### config.mk
export PLATFORM = sky130hd
export DESIGN_NAME = ghr_ctrl
export DESIGN_NICKNAME = d
export VERILOG_FILES = /design/src/rtl/bp_pkg.sv /design/src/rtl/ghr_ckpt_buf.sv /design/src/rtl/ghr_reg.sv /design/src/rtl/ghr_ctrl.sv
export SDC_FILE = /design/constraint.sdc
export NUM_CORES = 1
export LEC_CHECK = 0
export ABC_AREA = 0
export BUFFER_PORTS_ARGS = -buffer_cell sky130_fd_sc_hd__buf_2
export CORE_AREA = 5 5 84 86
export CTS_CLUSTER_SIZE = 28
export DETAILED_ROUTE_END_ITERATION = 8
export DIE_AREA = 0 0 89 91
export GPL_ROUTABILITY_DRIVEN = 0
export PLACE_DENSITY_LB_ADDON = 0.2
export SKIP_CTS_REPAIR_TIMING = 1
export SLEW_MARGIN = 5
export SYNTH_ARGS = -nofsm -noshare
export SYNTH_HDL_FRONTEND = slang
export SYNTH_SLANG_ARGS = --single-unit
### constraint.sdc
create_clock -name clk -period 6.1 [get_ports clk]
set_input_delay 1.525 -clock clk [delete_from_list [all_inputs] [get_ports clk]]
set_output_delay 1.525 -clock clk [all_outputs]
set_load 0.01 [all_outputs]
### src/rtl/bp_pkg.sv
// bp_pkg: shared branch-predictor history parameters and types
package bp_pkg;
    localparam int DEF_GHR_WIDTH = 8;
    localparam int DEF_DEPTH = 8;
    typedef logic [DEF_GHR_WIDTH-1:0] ghr_t;
    typedef logic [$clog2(DEF_DEPTH)-1:0] ckpt_tag_t;
endpackage

### src/rtl/ghr_ckpt_buf.sv
// ghr_ckpt_buf: per-branch history checkpoints, one write port, async read
module ghr_ckpt_buf import bp_pkg::*; #(
    parameter  int W     = DEF_GHR_WIDTH,
    parameter  int DEPTH = DEF_DEPTH,
    localparam int TAG_W = $clog2(DEPTH)
) (
    input  logic             clk,
    input  logic             we,
    input  logic [TAG_W-1:0] waddr,
    input  logic [W-1:0]     wdata,
    input  logic [TAG_W-1:0] raddr,
    output logic [W-1:0]     rdata
);
    logic [W-1:0] mem [DEPTH];
    always_ff @(posedge clk)
        if (we) mem[waddr] <= wdata;
    assign rdata = mem[raddr];
endmodule

### src/rtl/ghr_reg.sv
// ghr_reg: shift-left history register, newest outcome enters at bit 0
module ghr_reg import bp_pkg::*; #(
    parameter int W = DEF_GHR_WIDTH
) (
    input  logic         clk,
    input  logic         rst,
    input  logic         shift_en,
    input  logic         din,
    output logic [W-1:0] q
);
    always_ff @(posedge clk)
        if (rst) q <= '0;
        else if (shift_en) q <= {q[W-2:0], din};
endmodule

### src/rtl/ghr_ctrl.sv
// ghr_ctrl: speculative/architectural global history with mispredict checkpoint restore
module ghr_ctrl import bp_pkg::*; #(
    parameter  int GHR_WIDTH = DEF_GHR_WIDTH,
    parameter  int DEPTH     = DEF_DEPTH,
    localparam int TAG_W     = $clog2(DEPTH)
) (
    input  logic                 clk,
    input  logic                 rst,
    input  logic                 pred_valid,
    input  logic                 pred_taken,
    output logic                 pred_ready,
    output logic [TAG_W-1:0]     pred_tag,
    input  logic                 resolve_valid,
    input  logic [TAG_W-1:0]     resolve_tag,
    input  logic                 resolve_mispredict,
    input  logic                 resolve_taken,
    input  logic                 commit_valid,
    input  logic                 commit_taken,
    input  logic                 flush_all,
    output logic [GHR_WIDTH-1:0] ghr_spec,
    output logic [GHR_WIDTH-1:0] ghr_arch,
    output logic [TAG_W:0]       ckpt_count,
    output logic                 full,
    output logic                 empty
);
    localparam int CW = TAG_W + 1;
    logic [TAG_W-1:0] head, tail, head_nx, tail_nx, tag_dist;
    logic [CW-1:0] count, count_nx;
    logic [GHR_WIDTH-1:0] ghr_spec_nx, arch_nx, ckpt_rd;
    logic mispredict, push, pop;
    assign pred_tag = tail;
    assign ckpt_count = count;
    always_comb begin
        mispredict = resolve_valid && resolve_mispredict;
        pred_ready = !full && !mispredict && !flush_all;
        push = pred_valid && pred_ready;
        pop = commit_valid && !empty;
        head_nx = pop ? head + TAG_W'(1) : head;
        tag_dist = resolve_tag - head;
        arch_nx = pop ? {ghr_arch[GHR_WIDTH-2:0], commit_taken} : ghr_arch;
        ghr_spec_nx = flush_all ? arch_nx :
                      mispredict ? {ckpt_rd[GHR_WIDTH-2:0], resolve_taken} :
                      push ? {ghr_spec[GHR_WIDTH-2:0], pred_taken} : ghr_spec;
        tail_nx = flush_all ? head_nx :
                  mispredict ? resolve_tag + TAG_W'(1) :
                  push ? tail + TAG_W'(1) : tail;
        count_nx = flush_all ? '0 :
                   (mispredict ? {1'b0, tag_dist} + CW'(1) : count + CW'(push)) - CW'(pop);
    end
    always_ff @(posedge clk)
        if (rst) begin
            ghr_spec <= '0;
            head <= '0;
            tail <= '0;
            count <= '0;
            full <= 1'b0;
            empty <= 1'b1;
        end else begin
            ghr_spec <= ghr_spec_nx;
            head <= head_nx;
            tail <= tail_nx;
            count <= count_nx;
            full <= count_nx == CW'(DEPTH);
            empty <= count_nx == '0;
        end
    ghr_ckpt_buf #(.W(GHR_WIDTH), .DEPTH(DEPTH)) u_buf (
        .clk(clk), .we(push), .waddr(tail), .wdata(ghr_spec),
        .raddr(resolve_tag), .rdata(ckpt_rd)
    );
    ghr_reg #(.W(GHR_WIDTH)) u_arch (
        .clk(clk), .rst(rst), .shift_en(pop), .din(commit_taken), .q(ghr_arch)
    );
    a_pred_hold: assert property (@(posedge clk) disable iff (rst) !(pred_valid && !pred_ready))
        else $warning("pred_valid while not ready");
    a_commit_empty: assert property (@(posedge clk) disable iff (rst) !(commit_valid && empty))
        else $warning("commit while empty");
    a_tag_in_flight: assert property (@(posedge clk) disable iff (rst) !resolve_valid || {1'b0, tag_dist} < count)
        else $warning("resolve_tag not in flight");
endmodule

==> summary.md, run 1 <==
| Metric | Value |
|---|---|
| Core area | 6200 um2 |
| DRT Wirelength | 7.24 mm |
| Initial core utilization | 59.5% |
| Post-DR vias/cell | 5.77 |
| CTS tree | done |
| Clock Power Share | 35.0% |
| Syn Area/Cell | 14.3 um2 |
| CP Data Required Time | 4580 ps |
| Asr flop ratio synth | 0% |
| Yosys warnings | 0 |
| Post-Synthesis Cells | 258 |
| Die area | 8100 um2 |
| RSZ-0062 raised after global routing | no |
| WL per Instance | 19.0 um |
| FMAX | 0.261 GHz |
| # port buffers | 38 |
| Final nets | 322 |
| CP most frequent cell | buf_2 |
| HP Class | flop to flop |
| # rows | 29 |
| Top cells by area, synth | edfxtp_1 (46%), dfxtp_1 (15%), mux4_1 (6.4%) |
| Count of final hold-check violations | 0 |
| Max-Slew Margin vs Limit | 48.5% |
| Layout cell share with drive strength beyond 1 | 22.6% |
| P_leak | 1.57 nW |
| Top-count cell post-synth | edfxtp_1 |
| Die Y-Extent | 91 um |
| Largest net degree at the start of global routing | 25 |
| Max Transition Viols Final | 0 |
| Post-route ant nets | 0 |
| Initial antenna violation count | 0 |
| Worst Setup Path Type | input port to output pin |
| Die Wd | 89 um |
| Synth cell count leaders | edfxtp_1 (56), dfxtp_1 (28), nor2_1 (27), mux2i_1 (20), a21oi_1 (13) |
| Sw Pwr | 0.268 mW |
| I/O Pins | 39 |
| HPWL Detailed | 4.78 mm |
| Crit-path max cell delay | 450 ps |
| Gate power share | 9.3% |
| Post-synthesis sequential area ratio | 60.7% |
| Filler cell count | 447 |
| Residual DRC count | 0 |
| Syn Nets | 280 |
| Worst slack at placement | 1970 ps |
| CTS Root Cell | clkbuf_8 |
| Clock Sinks | 84 |
| Vias in the first global route | 2178 |
| Int Pwr | 0.867 mW |
| Worst vdd ir | 0.000192 V |
| First-pass DRT Iterations | 4 |
| CP Max Fanout | 12 |
| Worst-path clk slew | 80 ps |
| CP Launch Type | input port |
| Status | completed |
| Worst-case clock skew | 11.2 ps |
| Measured slew at the worst slew-check pin | 770 ps |
| TritonCTS buffer count | 9 |
| Reg power frac | 55.7% |
| CP max-delay cell | and2_1 |
| Post-synth cell types | 38 |
| Critical path, cell by cell | buf_2 > and2_1 > nor3_1 > buf_2 |
| Crit path buffers/inverters | 2 |
| Primary FF master, synth | edfxtp_1 |
| CP top delay family | simple AND/OR/NAND/NOR gates |
| Switching share of total power | 23.6% |
| H-tree Lvls | 3 |
| Area of the mapped netlist | 3690 um2 |
| Min cycle time layout | 3830 ps |
| Area Overhead vs Synth | 11.8% |
| Area leader, netlist | edfxtp_1 |
| Fin worst setup slack | 2270 ps |
| Yosys top cell area share | 45.5% |
| # setup viols final | 0 |
| GRT Total Usage | 19.3% |
| Total gr overflow | 0 |
| Global-route wire length before repair | 11.4 mm |
| Critical path arrival | 2310 ps |
| Detailed Route Iter0 Violations | 136 |
| Setup_tns | 0 ps |
| Seq cells post-synth | 84 |
| Routed via count | 2206 |
| Power Dens Cells | 275 nW/um2 |
| Crit. End Element | output pin |
| Clk buf depth | 2 |
| Number of synthesized flops with an enable pin | 56 |
| Maxcap violations | 0 |
| N_diodes | 0 |
| Final period utilization | 62.8% |
| Clock latency on the worst-skew pair | 350 ps |
==> area by class of cell <==
class                   count  area (um2)  area share [%]
flip-flops and latches     84        2240            54.3
multi-input cells         154        1330            32.2
repair buffers             45         243            5.88
clock buffers              12         145            3.52
well taps                  77        96.3            2.33
clock inverters             4        51.3            1.24
inverters                   6        22.5           0.545
==> power groups by stage <==
stage                     Combinational (mW)  Sequential (mW)  Clock, mW
after floorplan                       0.0755            0.644          0
after global placement                 0.104            0.644          0
after detailed placement               0.106            0.645          0
after CTS                              0.107            0.632      0.399
after global routing                   0.117            0.634      0.430
final                                  0.106            0.632      0.397
==> cell families (layout without fill, tap and decap cells) <==
logic type | after synthesis | count (layout) | synth area share [%]
compound gates | 29 | 29 | 5.18
xor+xnor | 10 | 10 | 2.78
fa+ha+maj | 9 | 9 | 3.25
buf+inv | 20 | 67 | 3.29
flops | 84 | 84 | 60.7
mux | 36 | 36 | 15.5
simple gates | 70 | 70 | 9.28
==> final timing paths <==
| kind | slack [ps] | startpoint | end | cells after the start |
|---|---|---|---|---|
| worst min-delay path | 550 | u_arch.q[7] | u_arch.q[7] | 2 |
| worst max register to register | 3640 | head[0] | empty | 9 |
| worst min register to register | 550 | u_arch.q[7] | u_arch.q[7] | 2 |
| worst max-delay path | 2270 | resolve_valid | pred_ready | 4 |
==> routing by layer <==
metal  wire length, um  share of wire (%)  GRT usage, %  vias up
met1              3320                 46          28.7     1074
met3               426                5.9          4.52       10
li1                  -                  -             -     1055
met5                 0                  0             0        -
met2              3360                 46          27.7       67
met4               129                1.8          7.32        0
==> flip-flops by register name, indices dropped and copies added, names as in the netlist <==
signal      count
u_buf.mem      56
empty           1
full            1
u_arch.q        8
pred_tag        3
ckpt_count      4
head            3
ghr_spec        8
==> tightest hold or removal path, stage by stage (launching register included) <==
cell and delay [ps]:
dfxtp_1 330, mux2i_1 90, nor2_1 90
==> layout by cell type, fill, tap and decap left out, types with 4 or more instances in the layout <==
cell,netlist,final
or3_1,4,4
xnor2_1,5,5
inv_1,6,6
buf_4,3,7
nor2_1,27,27
edfxtp_1,56,56
a21oi_1,13,13
nand2b_1,4,4
nor2b_1,7,7
a221oi_1,4,4
buf_2,3,38
mux2i_1,20,20
dfxtp_1,28,28
a211oi_1,6,6
mux4_1,9,9
clkbuf_8,0,10
xor2_1,4,4
nand2_1,12,12
nor3_1,7,7
mux4_2,5,5
ha_1,8,8
==> stage by stage <==
step	hold slack [ps]	instances	utilization, %	power, mW	area [um2]
floorplan	492	258	-	0.720	3690
global placement	511	366	63.4	0.748	3930
detailed placement	521	366	63.4	0.751	3930
CTS	555	382	66.5	1.14	4130
global route	579	382	66.5	1.18	4130
finish	547	382	66.5	1.13	4130
Note: power is estimated with default switching activity, not from simulation.
==> run 2: changes to the inputs <==
Settings changed: ABC_AREA 0 to 1, CORE_AREA 5 5 84 86 to 5 5 87 89, DIE_AREA 0 0 89 91 to 0 0 92 94.
Clock period 6.1 ns to 4 ns, I/O delays scaled along.
==> run 2 against run 1 <==
Effect of this change: critical path depth grew 1; cell count increased by 34%; first-iteration DRC count is 78% higher.
==> summary.md, run 2 <==
| Metric | Value |
|---|---|
| Clk buf depth | 2 |
| RSZ-0062 raised after global routing | no |
| Hold_ws | 516 ps |
| HP Start | u_arch.q[7] |
| Non-filler cells, final | 510 |
| WHS Path Cells | 2 |
| Final period utilization | 72.5% |
| Max Transition Viols Final | 0 |
| Post-route ant nets | 0 |
| Max-Slew Margin vs Limit | 49.1% |
| Largest registers | u_buf.mem (56), ghr_spec (8), u_arch.q (8) |
| DRT Wirelength | 7.97 mm |
| Max FFs per register | 56 |
| Top-count cell post-synth | nor2_1 |
| Largest net degree at the start of global routing | 30 |
| Yosys warnings | 0 |
| # setup viols final | 0 |
| CP Data Required Time | 3000 ps |
| Area of the mapped netlist | 3790 um2 |
| CTS tree | done |
| Asr flop ratio synth | 0% |
| Syn Nets | 410 |
| Global-route wire length before repair | 13.4 mm |
| Setup_tns | 0 ps |
| Die Y-Extent | 94 um |
| Worst vdd ir | 0.000243 V |
| R2r worst-path depth | 12 |
| I/O Pins | 39 |
| Primary FF master, synth | edfxtp_1 |
| Syn Area/Cell | 9.76 um2 |
| Initial antenna violation count | 0 |
| TritonCTS buffer count | 9 |
| CP Launch Type | input port |
| WL per Instance | 15.6 um |
| Top reg by flops | u_buf.mem |
| Hold Path End | u_arch.q[7] |
| Routed via count | 2778 |
| Power Dens Cells | 421 nW/um2 |
| Residual DRC count | 0 |
| First-pass DRT Iterations | 7 |
| # rows | 30 |
| Final nets | 447 |
| Clock Sinks | 84 |
| Placement Cell Area | 3990 um2 |
| # port buffers | 38 |
| Synth cell count leaders | nor2_1 (68), nand2_1 (60), edfxtp_1 (56), o21ai_0 (33), dfxtp_1 (28) |
| Yosys top cell area share | 44.4% |
| Core area | 6680 um2 |
| RR Endpoint | full |
| Most common cell after layout, fill and taps aside | nor2_1 |
| Maxcap violations | 0 |
| Post-Synthesis Cells | 388 |
| Die area | 8650 um2 |
| Number of synthesized flops with an enable pin | 56 |
| CTS Root Cell | clkbuf_8 |
| Min cycle time layout | 2900 ps |
| Measured slew at the worst slew-check pin | 760 ps |
| GRT Total Usage | 20.0% |
| FMAX | 0.345 GHz |
| Die Wd | 92 um |
| Initial core utilization | 56.7% |
| Crit. End Element | output pin |
| Worst-case clock skew | 6.71 ps |
| H-tree Lvls | 3 |
| Total gr overflow | 0 |
| Clock latency on the worst-skew pair | 350 ps |
| Worst-path clk slew | 90 ps |
| Critical R2R Launch | head[0] |
| Top cells by area, synth | edfxtp_1 (44%), dfxtp_1 (15%), nor2_1 (6.7%) |
| HPWL Detailed | 5.65 mm |
| N_diodes | 0 |
| CP Max Fanout | 21 |
| Seq cells post-synth | 84 |
| Layout cell share with drive strength beyond 1 | 18.1% |
| R2R Setup Slk | 1680 ps |
| Count of final hold-check violations | 0 |
| Cell count after placement | 494 |
| Area Overhead vs Synth | 10.3% |
| Worst Setup Path Type | input port to output pin |
| Area leader, netlist | edfxtp_1 |
| Final core occ | 62.5% |
| Post-synth cell types | 33 |
| P_leak | 1.68 nW |
| Detailed Route Iter0 Violations | 242 |
| Final instance area | 4180 um2 |
| HP Class | flop to flop |
| Commonest cells after routing, fill and taps aside | nor2_1 (68), nand2_1 (60), edfxtp_1 (56) |
| Post-DR vias/cell | 5.45 |
| Vias in the first global route | 2656 |
| Post-synthesis sequential area ratio | 59.2% |
| Status | completed |
| Critical path arrival | 1900 ps |
-- run 2: worst max-delay path by stage --
stage | start | to | slack (ps) | cells after the start
6_report | resolve_valid | pred_ready | 1100 | 5
5_1_grt | resolve_valid | full | 1020 | 16
3_5_place_dp | resolve_valid | empty | 830 | 16
3_3_place_gp | resolve_valid | empty | 920 | 16
4_1_cts | resolve_valid | pred_ready | 1100 | 5
2_1_floorplan | resolve_tag[0] | empty | 1040 | 14
-- run 2: final cells by class --
type	count	area, um2
inverters	29	111
fillers	582	2500
flip-flops and latches	84	2240
clock buffers	10	138
repair buffers	42	220
clock inverters	6	46.3
multi-input cells	259	1320
well taps	80	100
-- run 2: stage by stage --
stage                     setup WS, ps  total power, mW
after floorplan                   1040             1.15
after global placement             918             1.20
after detailed placement           826             1.21
after CTS                         1100             1.77
after global routing              1020             1.84
final                             1100             1.76
-- run 2: critical path, stage by stage --
cell	delay, ps
buf_2	100
nand2_2	360
inv_4	110
nor3_4	160
buf_2	160
-- run 2: layer usage --
metal	wire length, um	global-route usage [%]
met1	3710	26.8
met5	0	0
met3	434	4.41
met2	3730	32.8
met4	102	5.57
-- run 2: where the power goes --
part | internal (mW) | total [mW] | switching, mW
Combinational | 0.0738 | 0.204 | 0.130
Sequential | 0.956 | 0.987 | 0.0301
Clock | 0.249 | 0.566 | 0.317
Total | 1.28 | 1.76 | 0.478
-- run 2: cell families after synthesis --
kind of cell               after synthesis  share of synthesized area, %
and+or+nand+nor                        163                          18.9
muxes                                    4                          1.06
adders and majority gates                9                          3.17
AOI/OAI and AO/OA                       81                          11.2
DFF                                     84                          59.2
xor gates and xnor gates                 2                         0.463
buffers and inverters                   45                          5.95
